**src/rtl/lift_scheduler.sv**
```systemverilog
// lift_scheduler: SCAN request scheduler for a single-car 7-floor lift
// Ports: clk, reset (async, active-low); cabReq/hallUpReq/hallDownReq request pulses (bit i = floor i+1);
//   liftFloor/liftMove from the Lift mover; currentDirection (UP=10, DOWN=01, STOP=00) and doorState to it;
//   cabLamp/upLamp/downLamp show pending calls.
module lift_scheduler #(
   parameter int DOOR_CYCLES = 10000000
) (
   input  logic       clk,
   input  logic       reset,
   input  logic [6:0] cabReq,
   input  logic [6:0] hallUpReq,
   input  logic [6:0] hallDownReq,
   input  logic [2:0] liftFloor,
   input  logic       liftMove,
   output logic [1:0] currentDirection,
   output logic       doorState,
   output logic [6:0] cabLamp,
   output logic [6:0] upLamp,
   output logic [6:0] downLamp
);
   localparam int CW = $clog2(DOOR_CYCLES + 1);
   localparam logic [CW-1:0] LOAD = CW'(DOOR_CYCLES - 1);
   typedef enum logic [1:0] {IDLE, DOOR, UP_RUN, DOWN_RUN} state_t;
   state_t state, nxt;
   logic [CW-1:0] cnt, cnt_n;
   logic last_up, last_up_n, move_d;
   logic valid, above, below, dir_up, ahead, hit, req_hit, arrive, run, stop_floor;
   logic [6:0] f_m, ab_m, be_m, all_l, up_in, dn_in, srv_c, srv_u, srv_d;
   assign valid = liftFloor != 3'd0;
   assign up_in = hallUpReq & 7'h3f;
   assign dn_in = hallDownReq & 7'h7e;
   assign all_l = cabLamp | upLamp | downLamp;
   always_comb begin
      for (int i = 0; i < 7; i++) begin
         f_m[i]  = liftFloor == 3'(i + 1);
         ab_m[i] = valid && 3'(i + 1) > liftFloor;
         be_m[i] = valid && 3'(i + 1) < liftFloor;
      end
   end
   assign above = |(all_l & ab_m);
   assign below = |(all_l & be_m);
   assign dir_up = state == UP_RUN || (state != DOWN_RUN && last_up);
   assign ahead = dir_up ? above : below;
   // Calls at this floor served by a stop: the cab call, the hall call in the travel
   // direction, and the opposite hall call only when nothing lies ahead (car reverses).
   // The same mask swallows new pulses while the door is open, so nothing served is lost.
   assign srv_c = f_m;
   assign srv_u = (dir_up || !ahead) ? f_m : 7'd0;
   assign srv_d = (!dir_up || !ahead) ? f_m : 7'd0;
   assign hit = |((cabLamp & srv_c) | (upLamp & srv_u) | (downLamp & srv_d));
   assign req_hit = |((cabReq & srv_c) | (up_in & srv_u) | (dn_in & srv_d));
   assign arrive = move_d && !liftMove;
   assign run = state == UP_RUN || state == DOWN_RUN;
   assign stop_floor = liftFloor == (state == UP_RUN ? 3'd7 : 3'd1);
   always_comb begin
      nxt = state;
      cnt_n = cnt;
      if (state == DOOR) begin
         cnt_n = req_hit ? LOAD : cnt - CW'(1);
         nxt = (!req_hit && cnt == '0) ? IDLE : DOOR;
      end else if (!liftMove && state == IDLE) begin
         nxt = hit ? DOOR : (above && (last_up || !below)) ? UP_RUN : below ? DOWN_RUN : IDLE;
      end else if (run && arrive) begin
         nxt = !valid ? IDLE : (hit || stop_floor) ? DOOR : state;
      end
      if (nxt == DOOR && state != DOOR) cnt_n = LOAD;
   end
   // Direction memory flips only when a run stops with no calls left ahead.
   assign last_up_n = nxt == UP_RUN ? 1'b1 : nxt == DOWN_RUN ? 1'b0 :
                      (run && nxt == DOOR && !ahead) ? !dir_up : last_up;
   always_ff @(posedge clk or negedge reset) begin
      if (!reset) begin
         state <= IDLE;
         cnt <= '0;
         last_up <= 1'b1;
         move_d <= 1'b0;
         cabLamp <= '0;
         upLamp <= '0;
         downLamp <= '0;
         doorState <= 1'b0;
         currentDirection <= 2'b00;
      end else begin
         state <= nxt;
         cnt <= cnt_n;
         last_up <= last_up_n;
         move_d <= liftMove;
         cabLamp <= (cabLamp | cabReq) & ~(nxt == DOOR ? srv_c : 7'd0);
         upLamp <= (upLamp | up_in) & ~(nxt == DOOR ? srv_u : 7'd0);
         downLamp <= (downLamp | dn_in) & ~(nxt == DOOR ? srv_d : 7'd0);
         doorState <= state == DOOR;
         currentDirection <= {state == UP_RUN && valid && liftFloor != 3'd7,
                              state == DOWN_RUN && valid && liftFloor != 3'd1};
      end
   end
endmodule

```
**config.mk**
```make
export PLATFORM = sky130hd
export DESIGN_NAME = lift_scheduler
export DESIGN_NICKNAME = d
export VERILOG_FILES = /design/src/rtl/lift_scheduler.sv
export SDC_FILE = /design/constraint.sdc
export NUM_CORES = 1
export LEC_CHECK = 0
export ABC_AREA = 1
export CAP_MARGIN = 20
export CORE_MARGIN = 2
export CORE_UTILIZATION = 40
export DETAILED_ROUTE_END_ITERATION = 16
export SETUP_SLACK_MARGIN = 0.4
export SYNTH_ARGS = -nofsm -noshare
export SYNTH_HDL_FRONTEND = slang
export SYNTH_SLANG_ARGS = --single-unit
```
**constraint.sdc**
```tcl
create_clock -name clk -period 2.51 [get_ports clk]
set_input_delay 0.3765 -clock clk [delete_from_list [all_inputs] [get_ports clk]]
set_output_delay 0.3765 -clock clk [all_outputs]
set_load 0.02 [all_outputs]
```
==> results.rst, run 1 <==
.. list-table::
   :header-rows: 1

   * - Metric
     - Value
   * - Sum of overflow across all layers after global routing
     - 0
   * - Kind of capture point of the worst setup path
     - flop
   * - TritonCTS clock tree
     - yes
   * - Routed length per instance
     - 15.8 um
   * - Clock sink total
     - 52
   * - Cell area after layout
     - 0.00580 sq mm
   * - Required time of the critical path
     - 2.77 ns
   * - Top cell family by delay on the critical path
     - simple AND/OR/NAND/NOR gates
   * - Final period demand of the worst path
     - 2.62 ns
   * - Number of remaining DRC errors
     - 0
   * - Number of antenna violations at the first check in global routing
     - 0
   * - Final setup viols
     - 44
   * - Via count of the routed design
     - 3988
   * - Overall die width
     - 97.6 um
   * - Detailed-routing iteration count for the pre-antenna-repair pass
     - 4
   * - Initial cell density of the core
     - 40.8%
   * - Yosys top cell area share
     - 36.4%
   * - Largest voltage drop on the vdd net
     - 0.404 mV
   * - Fraction of final layout cells with drive strength greater than 1
     - 42.8%
   * - Weighted congestion reported at the end of routability-driven placement
     - 0.904
   * - Number of distinct library cell variants in the gate-level netlist after synthesis
     - 40
   * - Clock-pin slew reported for the worst setup and hold paths after clock tree synthesis
     - 0.11 ns
   * - Via/cell ratio
     - 5.15
   * - Count of H-tree levels built during CTS
     - 2
   * - Sequential cell fraction of total power
     - 22.8%
   * - Post-synthesis to final-layout area growth
     - 65.5%
   * - Maximum operating frequency
     - 382 MHz
   * - # diodes
     - 0
   * - Global-route wire length before repair
     - 19600 um
   * - Master of the slowest instance on the critical path
     - dfrtp_1
   * - Status
     - finished, violations left
   * - Period utilisation layout
     - 104%
   * - Sequential-to-total area share from yosys stat
     - 37.2%
   * - Worst slew pin tran
     - 0.503 ns
   * - MaxCap Viol Count
     - 0
   * - Total number of nets in the final design
     - 693
   * - Signal arrival time at the worst endpoint
     - 2.87 ns
   * - Nature of the critical path startpoint
     - flop
   * - Average instance area after synthesis
     - 7.01 sq um
   * - LEAKAGE
     - 2.68 nW
   * - Pin count of the biggest net entering global routing
     - 53
   * - Peak fanout along the critical path
     - 6
   * - Die height
     - 97.6 um
   * - Port Buffers
     - 48
   * - Clock root cell
     - clkbuf_8
   * - Sequence of cells on the critical path
     - inv_2 -> ha_4 -> nand2_4 -> nor3_4 -> nand2_2 -> nor2_4 -> nand2_2 -> nor3_4 -> nand3_2 -> nor3_4 -> nand2_2 -> nor2_4 -> nand4_4 -> nand4_4 -> clkbuf_16 -> nand3_1 -> nand2_1
   * - Number of buffers on the longest clock path
     - 2
   * - Placement-stage worst setup slack
     - -0.779 ns
   * - Die footprint
     - 0.00952 sq mm
   * - Hpwl dp
     - 8150 um
   * - Number of buffers created by CTS
     - 5
   * - Yosys Warn Count
     - 0
   * - Net switching component of the power
     - 2.26 mW
   * - Clock network fraction of total power
     - 10.3%
   * - Worst setup margin
     - -0.106 ns
   * - WP buf/inv
     - 2
   * - Share of power burned in combinational logic
     - 66.8%
   * - Post-synthesis net count
     - 528
   * - HP Class
     - in2async
   * - Number of pins exceeding their max-slew limit in the final report
     - 0
   * - Overall global routing resource usage
     - 25.7%
   * - Core box area
     - 0.00859 sq mm
   * - IO Pins
     - 51
   * - Post-DRT Antenna Nets
     - 0
   * - Maximum cell stage delay along the critical path
     - 0.40 ns
   * - Post-route clock skew
     - 0.0124 ns
   * - Violations in the final reports
     - negative setup slack
   * - Post-synthesis register bit count
     - 52
   * - Clock latency of the later-clocked register in the worst-skew pair
     - 0.32 ns
   * - Unrepaired setup endpoints after global routing
     - true
   * - Internal Power
     - 2.72 mW
   * - Worst slew margin relative to its limit
     - 66.4%
   * - Total Wirelength
     - 12300 um
   * - Syn Std Cell Area
     - 0.00350 sq mm
   * - Row count
     - 34
   * - Instance area at placement
     - 0.00491 sq mm
   * - Switching share of total power
     - 45.4%
   * - Power density over cell area
     - 860 mW/mm^2
   * - Number of failing hold endpoints at the final stage
     - 0
   * - Count of mapped cells out of synthesis
     - 500
   * - Worst Setup Path Type
     - reg2reg
   * - Starting DRC count in detailed routing
     - 242
   * - Via count of the first global-routing pass
     - 4042
   * - Top area cells in the synthesized netlist
     - dfrtp_1 36%, nand2_1 14%, nor2_1 11%
   * - Area leader, netlist
     - dfrtp_1
power groups by stage:
| stage | sequential (mW) | combinational [mW] | clock [mW] |
|---|---|---|---|
| after global placement | 1.13 | 2.43 | 0 |
| final | 1.14 | 3.33 | 0.514 |
| after detailed placement | 1.14 | 2.47 | 0 |
| after CTS | 1.13 | 2.98 | 0.521 |
| after floorplan | 1.28 | 1.22 | 0 |
| after global routing | 1.16 | 3.54 | 0.554 |
cell usage after synthesis:
cell and instances:
nand3_2 12, inv_4 1, nand4_2 2, clkbuf_1 2
dfstp_2 1, nand4_1 8, dfrtp_1 51, nand2_2 10
nor4_1 4, or2_2 1, nand3b_1 2, nor3_4 1
nor3_1 15, nand2_4 2, nor3b_1 4, nor2_1 99
inv_2 4, nand3_1 35, and3_1 1, xor2_1 8
nor3_2 2, nand2_1 129, o21bai_4 1, o21a_1 1
buf_12 1, buf_2 5, xnor2_1 5, a21oi_2 1
a21boi_0 1, nor2_8 1, inv_1 48, a21o_2 1
nor2_4 2, buf_4 3, o21ai_0 10, a21oi_1 16
ha_1 1, buf_6 2, o21ai_2 1, nor2_2 6
cells in the final DEF (no fill, tap or decap), drive strengths merged:
master / instances
a21boi: 1
a21o: 1
a21oi: 17
and3: 1
buf: 122
clkbuf: 10
clkdlybuf4s15: 1
clkdlybuf4s50: 44
clkinv: 1
clkinvlp: 1
dfrtp: 51
dfstp: 1
ha: 1
inv: 53
nand2: 141
nand3: 47
nand3b: 2
nand4: 10
nor2: 108
nor3: 18
nor3b: 4
nor4: 4
o21a: 1
o21ai: 11
o21bai: 1
or2: 1
xnor2: 5
xor2: 8
per-layer routing:
metal  vias to the layer above  track usage [%]  share of wire [%]
met5                         -                0                  0
met4                         0             9.19                2.3
met3                        25             3.81                5.1
met2                       126             41.4                 48
met1                      1916             35.4                 44
li1                       1921                -                  -
kinds of logic after synthesis:
logic type / count (synthesis) / share of synthesized area [%]
and+or+nand+nor: 336 / 45.3
buffers and inverters: 66 / 8.54
DFF: 52 / 37.2
AOI/OAI and AO/OA: 32 / 5.43
xor gates and xnor gates: 13 / 3.25
adders and majority gates: 1 / 0.357
flip-flops by register name (all words and copies together) (netlist names):
signal,flops
currentDirection,2
upLamp,7
move_d,1
last_up,1
doorState,1
downLamp,7
cabLamp,7
state,2
cnt,24
final timing paths:
check                        startpoint                  end  slack (ns)  cells past startpoint
max                              cnt[0]               cnt[3]       -0.11                     17
min                               reset  currentDirection[0]        0.03                      2
max reg2reg                      cnt[0]               cnt[3]       -0.11                     17
min reg2reg                      cnt[0]               cnt[0]        0.52                      2
max in group asynchronous         reset              last_up        2.18                      2
min in group clk           liftFloor[2]  currentDirection[0]        0.50                      4
cell type report:
class                           instances  area (sq um)
Fill cell                             705          2800
Clock inverter                          2          16.3
Sequential cell                        52          1300
Tap cell                              108           135
Clock buffer                            6          72.6
Inverter                               53           209
Multi-Input combinational cell        382          2480
Timing Repair Buffer                  171          1590
through the flow:
step	std cells	hold slack (ns)	util [%]	setup TNS [ns]	total power, mW
floorplan	500	0.0809	-	0	2.50
global placement	739	0.398	57.1	-32.93	3.56
detailed placement	739	0.396	57.1	-34.41	3.60
CTS	765	0.0518	63.8	-0.254	4.63
global route	774	0.0448	67.5	-9.76	5.25
finish	774	0.0308	67.5	-2.75	4.98
what timing repair did:
item / in CTS / in global routing
pin swaps: 31 / 44
resized for setup: 87 / 62
endpoints found under the setup margin: 48 / 48
hold buffers: 0 / 0
buffers inserted: 15 / 8
hold endpoints to repair: 0 / 0
cloned: 3 / 1
Note: power is estimated with default switching activity, not from simulation.
==> inputs of run 2 (changes only) <==
REMOVE_ABC_BUFFERS = 1   (was default)
SLEW_MARGIN = 40   (was default)
==> run 2 against run 1 <==
Non-clock buffer count rose by 8; register-to-register slack improved by 0.05 ns; sequential power barely moved; final cell count rose by 1.2%; clock skew fell by 0.0052 ns; first-iteration DRC count fell by 13%; the run ends with negative hold slack, negative setup slack left; worst hold slack got worse by 0.032 ns; critical path depth rose by 1; sequential share of layout area rose by 0.84 points; combinational power fell by 5%.
==> results.rst, run 2 (synthesis gave the netlist of run 1 again) <==
.. list-table::
   :header-rows: 1

   * - Metric
     - Value
   * - Overall global routing resource usage
     - 25.4% (-0.35 points)
   * - Commonest non-fill, non-tap cells in the layout
     - 114 x nand2_1, 112 x buf_4, 79 x nor2_1
   * - Worst slew pin tran
     - 0.492 ns (-0.0116 ns)
   * - Via count of the routed design
     - 3936 (-1.3%)
   * - Violations in the final reports
     - negative hold slack, negative setup slack
   * - Reg-to-Reg End
     - cnt[14]
   * - Status
     - finished, violations left
   * - Die footprint
     - 0.00952 sq mm (unchanged)
   * - Number of remaining DRC errors
     - 0 (unchanged)
   * - Unrepaired setup endpoints after global routing
     - true
   * - Overall die width
     - 97.6 um (unchanged)
   * - Worst Setup Path Type
     - reg2reg
   * - Via count of the first global-routing pass
     - 4008 (-0.84%)
   * - Worst reg2reg startpoint
     - cnt[0]
   * - Initial cell density of the core
     - 40.8% (unchanged)
   * - Final setup viols
     - 41 (-6.8%)
   * - Nature of the critical path startpoint
     - flop
   * - Worst slew margin relative to its limit
     - 66.9% (+0.51 points)
   * - Largest voltage drop on the vdd net
     - 0.505 mV (+25%)
   * - Hold WS
     - -0.00103 ns (-0.0319 ns)
   * - Largest register FFs
     - 24 (unchanged)
   * - Total number of nets in the final design
     - 702 (+1.3%)
   * - HP Class
     - in2async
   * - Fraction of final layout cells with drive strength greater than 1
     - 37.0% (-5.8 points)
   * - Post-route clock skew
     - 0.00723 ns (-0.00520 ns)
   * - Clock network fraction of total power
     - 12.3% (+2.0 points)
   * - Switching share of total power
     - 42.8% (-2.6 points)
   * - Power density over cell area
     - 877 mW/mm^2 (+2.0%)
   * - Number of antenna violations at the first check in global routing
     - 0 (unchanged)
   * - LEAKAGE
     - 2.67 nW (-0.34%)
   * - Count of H-tree levels built during CTS
     - 2 (unchanged)
   * - Global-route wire length before repair
     - 19600 um (+0.14%)
   * - Peak fanout along the critical path
     - 6 (unchanged)
   * - Pin count of the biggest net entering global routing
     - 34 (-36%)
   * - MaxCap Viol Count
     - 0 (unchanged)
   * - Signal arrival time at the worst endpoint
     - 2.83 ns (-0.04 ns)
   * - Port Buffers
     - 48 (unchanged)
   * - Post-cts hold buffer count
     - 0 (unchanged)
   * - Clock root cell
     - clkbuf_8
   * - Hpwl dp
     - 8270 um (+1.4%)
   * - Final period demand of the worst path
     - 2.57 ns (-0.0464 ns)
   * - Net switching component of the power
     - 2.10 mW (-7.3%)
   * - Post-DRT Antenna Nets
     - 0 (unchanged)
   * - Weighted congestion reported at the end of routability-driven placement
     - 0.956 (+5.7%)
   * - Period utilisation layout
     - 102% (-1.8 points)
   * - Post-synthesis to final-layout area growth
     - 59.5%
   * - Number of pins exceeding their max-slew limit in the final report
     - 0 (unchanged)
   * - Number of buffers on the longest clock path
     - 2 (unchanged)
   * - Slack of the worst reg-to-reg path
     - -0.06 ns (+0.05 ns)
   * - Sum of overflow across all layers after global routing
     - 0 (unchanged)
   * - Clock-pin slew reported for the worst setup and hold paths after clock tree synthesis
     - 0.10 ns (about the same)
   * - Reg with most FFs
     - cnt
   * - Maximum operating frequency
     - 389 MHz (+1.8%)
   * - Non-Filler Instances
     - 783 (+1.2%)
   * - Routed length per instance
     - 15.5 um (-2.3%)
   * - Die height
     - 97.6 um (unchanged)
   * - Internal Power
     - 2.80 mW (+2.9%)
   * - Detailed-routing iteration count for the pre-antenna-repair pass
     - 5 (+1)
   * - TritonCTS clock tree
     - yes
   * - Required time of the critical path
     - 2.77 ns (about the same)
   * - Commonest non-fill, non-tap cell in the layout
     - nand2_1
   * - Number of failing hold endpoints at the final stage
     - 1 (+1)
   * - Kind of capture point of the worst setup path
     - flop
   * - Worst r2r path cells
     - 18 (+1)
   * - Number of buffers created by CTS
     - 5 (unchanged)
   * - Total Wirelength
     - 12100 um (-1.2%)
   * - IO Pins
     - 51 (unchanged)
   * - Placed Instances
     - 742 (+0.41%)
   * - Via/cell ratio
     - 5.03 (-2.4%)
   * - Share of power burned in combinational logic
     - 64.2% (-2.6 points)
   * - Placement-stage worst setup slack
     - -0.749 ns (+0.0308 ns)
   * - Final core utilization
     - 65.0% (-2.4 points)
   * - # diodes
     - 0 (unchanged)
   * - Clock latency of the later-clocked register in the worst-skew pair
     - 0.31 ns (about the same)
   * - Sequential cell fraction of total power
     - 23.5% (+0.7 points)
   * - Clock sink total
     - 52 (unchanged)
   * - Row count
     - 34 (unchanged)
   * - Worst setup margin
     - -0.0592 ns (+0.0464 ns)
   * - Core box area
     - 0.00859 sq mm (unchanged)
   * - Starting DRC count in detailed routing
     - 210 (-13%)
run 2: cell count changes in the layout (fill, tap and decap cells not counted), sizes merged:
cell / before / now
clkbuf: 10 / 7
buf: 122 / 134
bufinv: 0 / 1
clkdlybuf4s15: 1 / 0
clkinvlp: 1 / 0
o21bai: 1 / 2
run 2: what timing repair did:
action / CTS / global route
gates resized for setup: 81 / 37
setup endpoints to repair: 48 / 48
endpoints found under the hold margin: 0 / 0
pin swaps: 20 / 21
gates cloned: 4 / 1
buffers inserted: 19 / 9
run 2: area by class of cell:
cell class / count / area, sq um
fillers: 778 / 3010
multi-input cells: 383 / 2240
repair buffers: 179 / 1600
flip-flops and latches: 52 / 1300
inverters: 53 / 204
well taps: 108 / 135
clock buffers: 6 / 72.6
clock inverters: 2 / 35.0
run 2: worst max path at each step:
stage | slack [ns] | start | cells after the start | end
after detailed placement | -0.75 | liftFloor[0] | 18 | cnt[23]
after floorplan | -0.19 | cnt[0] | 16 | cnt[10]
after global placement | -0.73 | liftFloor[0] | 20 | cabLamp[3]
after global routing | -0.23 | cabLamp[3] | 23 | cabLamp[0]
final | -0.06 | cnt[0] | 18 | cnt[14]
after CTS | -0.05 | cnt[0] | 18 | downLamp[2]
run 2: per-stage QoR:
stage          power (mW)  TNS [ns]  area [sq um]  hold slack, ns
2_1_floorplan        2.24     -5.38          3410          0.0809
3_3_place_gp         3.40    -31.64          4800           0.492
3_5_place_dp         3.43    -32.13          4800           0.500
4_1_cts              4.63     -1.12          5360           0.164
5_1_grt              5.18     -9.38          5590          0.0311
6_report             4.90     -1.25          5590        -0.00103
run 2: critical path, cell delays in order (launching register included):
cell and delay, ns:
dfrtp_1 0.41, inv_2 0.09, ha_4 0.15, nand2_4 0.05
nor3_4 0.14, nand2_2 0.10, nor2_4 0.10, nand2_2 0.08
nor3_4 0.13, nand3_2 0.10, nor3_2 0.17, nand2_2 0.11
nor2_4 0.15, nand4_4 0.15, nand4_4 0.19, buf_12 0.13
clkbuf_16 0.15, nand3_2 0.05, nand2_1 0.06
run 2: power by group through the flow:
stage	sequential [mW]	combinational [mW]	clock, mW
2_1_floorplan	1.28	0.966	0
3_3_place_gp	1.14	2.26	0
3_5_place_dp	1.15	2.29	0
4_1_cts	1.14	2.88	0.605
5_1_grt	1.17	3.37	0.644
6_report	1.15	3.15	0.601
run 2: metal layers:
metal	part of all wire, %	routed length, um	vias up	global-route usage [%]
met1	40	4820	1870	31.2
met5	0	0	-	0
met2	53	6410	117	47.0
li1	-	-	1932	-
met3	5.7	692	17	3.02
met4	1.6	191	0	6.30
==> inputs of run 3 (changes only) <==
clock period = 2.7 ns   (was 2.51 ns; I/O delays follow)
==> run 3 against run 2 <==
Global-route usage is 0.64 points lower; clock power is 4.2% lower; critical endpoint is now downLamp[1]; utilization is 1.6 points higher; final area is 2.4% higher; the run now ends clean; die area stayed put; via count is 1.3% higher; final cell count is 1.4% higher; routed wire length is 2.0% lower.
==> results.rst, run 3 (synthesis gave the netlist of run 1 again) <==
.. list-table::
   :header-rows: 1

   * - Metric
     - Value
   * - Status
     - complete, no violations
   * - Global-route wire length before repair
     - 19200 um (-2.2%)
   * - Via/cell ratio
     - 5.02 (-0.11%)
   * - Clock-pin slew reported for the worst setup and hold paths after clock tree synthesis
     - 0.10 ns (about the same)
   * - Routed length per instance
     - 15.0 um (-3.4%)
   * - Overall die width
     - 97.6 um (unchanged)
   * - Unrepaired setup endpoints after global routing
     - true
   * - Worst slew pin tran
     - 0.527 ns (+0.0351 ns)
   * - Clock latency of the later-clocked register in the worst-skew pair
     - 0.31 ns (about the same)
   * - Number of pins exceeding their max-slew limit in the final report
     - 0 (unchanged)
   * - Period utilisation layout
     - 99.3% (-3.1 points)
   * - Number of remaining DRC errors
     - 0 (unchanged)
   * - Core box area
     - 0.00859 sq mm (unchanged)
   * - Required time of the critical path
     - 2.91 ns (+0.14 ns)
   * - Clock network fraction of total power
     - 12.5% (+0.2 points)
   * - Total number of nets in the final design
     - 713 (+1.6%)
   * - Fraction of final layout cells with drive strength greater than 1
     - 39.9% (+2.9 points)
   * - Signal arrival time at the worst endpoint
     - 2.89 ns (+0.06 ns)
   * - Via count of the routed design
     - 3987 (+1.3%)
   * - Number of buffers on the longest clock path
     - 2 (unchanged)
   * - Switching share of total power
     - 42.5% (-0.31 points)
   * - Post-DRT Antenna Nets
     - 0 (unchanged)
   * - Overall global routing resource usage
     - 24.7% (-0.64 points)
   * - # diodes
     - 0 (unchanged)
   * - Weighted congestion reported at the end of routability-driven placement
     - 0.947 (-0.87%)
   * - Peak fanout along the critical path
     - 9 (+3)
   * - HP Class
     - in2async
   * - Die height
     - 97.6 um (unchanged)
   * - Nature of the critical path startpoint
     - flop
   * - Internal Power
     - 2.66 mW (-5.1%)
   * - Post-route clock skew
     - 0.00925 ns (+0.00201 ns)
   * - Total Wirelength
     - 11900 um (-2.0%)
   * - Net switching component of the power
     - 1.97 mW (-6.3%)
   * - IO Pins
     - 51 (unchanged)
   * - Cell area after layout
     - 0.00572 sq mm (+2.4%)
   * - Sequential cell fraction of total power
     - 22.9% (-0.6 points)
   * - TritonCTS clock tree
     - yes
   * - Detailed-routing iteration count for the pre-antenna-repair pass
     - 4 (-1)
   * - Row count
     - 34 (unchanged)
   * - Via count of the first global-routing pass
     - 4056 (+1.2%)
   * - Pin count of the biggest net entering global routing
     - 41 (+21%)
   * - Commonest non-fill, non-tap cell in the layout
     - buf_4
   * - Clock root cell
     - clkbuf_8
   * - Non-Filler Instances
     - 794 (+1.4%)
   * - Clock sink total
     - 52 (unchanged)
   * - Final period demand of the worst path
     - 2.68 ns (+0.112 ns)
   * - Count of H-tree levels built during CTS
     - 2 (unchanged)
   * - Share of power burned in combinational logic
     - 64.6% (+0.4 points)
   * - Number of buffers created by CTS
     - 5 (unchanged)
   * - Kind of capture point of the worst setup path
     - flop
   * - Placement-stage worst setup slack
     - -0.857 ns (-0.109 ns)
   * - Die footprint
     - 0.00952 sq mm (unchanged)
   * - Starting DRC count in detailed routing
     - 127 (-40%)
   * - Commonest non-fill, non-tap cells in the layout
     - 126 x buf_4, 115 x nand2_1, 83 x nor2_1
   * - Largest register FFs
     - 24 (unchanged)
   * - Post-Route Setup TNS
     - 0 ns (+1.25 ns)
   * - Final core utilization
     - 66.6% (+1.6 points)
   * - Final setup viols
     - 0 (-100%)
   * - Worst Setup Path Type
     - reg2reg
   * - LEAKAGE
     - 2.72 nW (+1.9%)
   * - Sum of overflow across all layers after global routing
     - 0 (unchanged)
   * - Power density over cell area
     - 808 mW/mm^2 (-7.8%)
   * - Post-cts hold buffer count
     - 0 (unchanged)
   * - Largest voltage drop on the vdd net
     - 0.482 mV (-4.7%)
   * - Initial cell density of the core
     - 40.8% (unchanged)
   * - Number of antenna violations at the first check in global routing
     - 0 (unchanged)
   * - Placed Instances
     - 748 (+0.81%)
   * - MaxCap Viol Count
     - 0 (unchanged)
   * - Worst r2r path cells
     - 23 (+5)
   * - Port Buffers
     - 48 (unchanged)
   * - Worst setup margin
     - 0.0191 ns (+0.0783 ns)
   * - Worst slew margin relative to its limit
     - 64.9% (-2.0 points)
   * - Number of failing hold endpoints at the final stage
     - 0 (-1)
   * - Reg with most FFs
     - cnt
   * - Hpwl dp
     - 8280 um (about the same)
   * - Maximum operating frequency
     - 373 MHz (-4.2%)
   * - Post-synthesis to final-layout area growth
     - 63.3%
   * - Instance area at placement
     - 0.00484 sq mm (+0.99%)
-- run 3: final cells by class --
cell class	instances	area (sq um)
Tap cell	108	135
Inverter	53	206
Clock inverter	3	46.3
Fill cell	738	2870
Multi-Input combinational cell	382	2250
Sequential cell	52	1300
Clock buffer	5	68.8
Timing Repair Buffer	191	1710
-- run 3: power by group through the flow --
stage | combinational (mW) | clock [mW] | sequential, mW
after detailed placement | 2.16 | 0 | 1.05
after CTS | 2.74 | 0.590 | 1.05
after global placement | 2.13 | 0 | 1.05
final | 2.99 | 0.576 | 1.06
after floorplan | 0.898 | 0 | 1.19
after global routing | 3.20 | 0.620 | 1.08
-- run 3: per-layer routing --
metal | share of wire [%] | up-vias | global-route usage, %
met2 | 53 | 106 | 45.2
met1 | 40 | 1901 | 29.6
met3 | 4.8 | 25 | 3.67
met4 | 2.7 | 0 | 8.33
met5 | 0 | - | 0
li1 | - | 1955 | -
-- run 3: critical path, stage by stage, from the launching register on --
cell and delay (ns):
dfrtp_1 0.40, nor2_2 0.17, nand2_2 0.08, nand2_1 0.06, nand2_1 0.05, nor2_1 0.12, nand2_2 0.09, nand2_4 0.13
nand3_2 0.09, nand2_1 0.09, nor2_1 0.04, nand2_1 0.10, nor2_2 0.07, nand3_2 0.07, nand2_2 0.07, nand2_1 0.07
nand2_1 0.06, nand2_2 0.08, buf_6 0.12, nand4_4 0.17, buf_6 0.17, buf_12 0.13, nor2_1 0.09, nor2_1 0.05
-- run 3: repair_timing --
action                                  CTS  global route
endpoints found under the setup margin   48            47
resized for setup                        88            36
buffers inserted                         20            14
cloned                                    3             1
pin swaps                                38            26
-- run 3: final timing paths --
kind	from	end	slack (ns)
max	upLamp[4]	downLamp[1]	0.02
max reg2reg	upLamp[4]	downLamp[1]	0.02
min reg2reg	cnt[2]	cnt[2]	0.55
max in group asynchronous	reset	cnt[12]	2.06
min	reset	cabLamp[1]	0.05
min in group clk	liftFloor[1]	currentDirection[0]	0.53
-- run 3: through the flow --
step | hold WS [ns] | power [mW]
after detailed placement | 0.428 | 3.21
final | 0.0503 | 4.62
after global routing | 0.0892 | 4.90
after floorplan | 0.109 | 2.09
after global placement | 0.464 | 3.18
after CTS | 0.0836 | 4.38
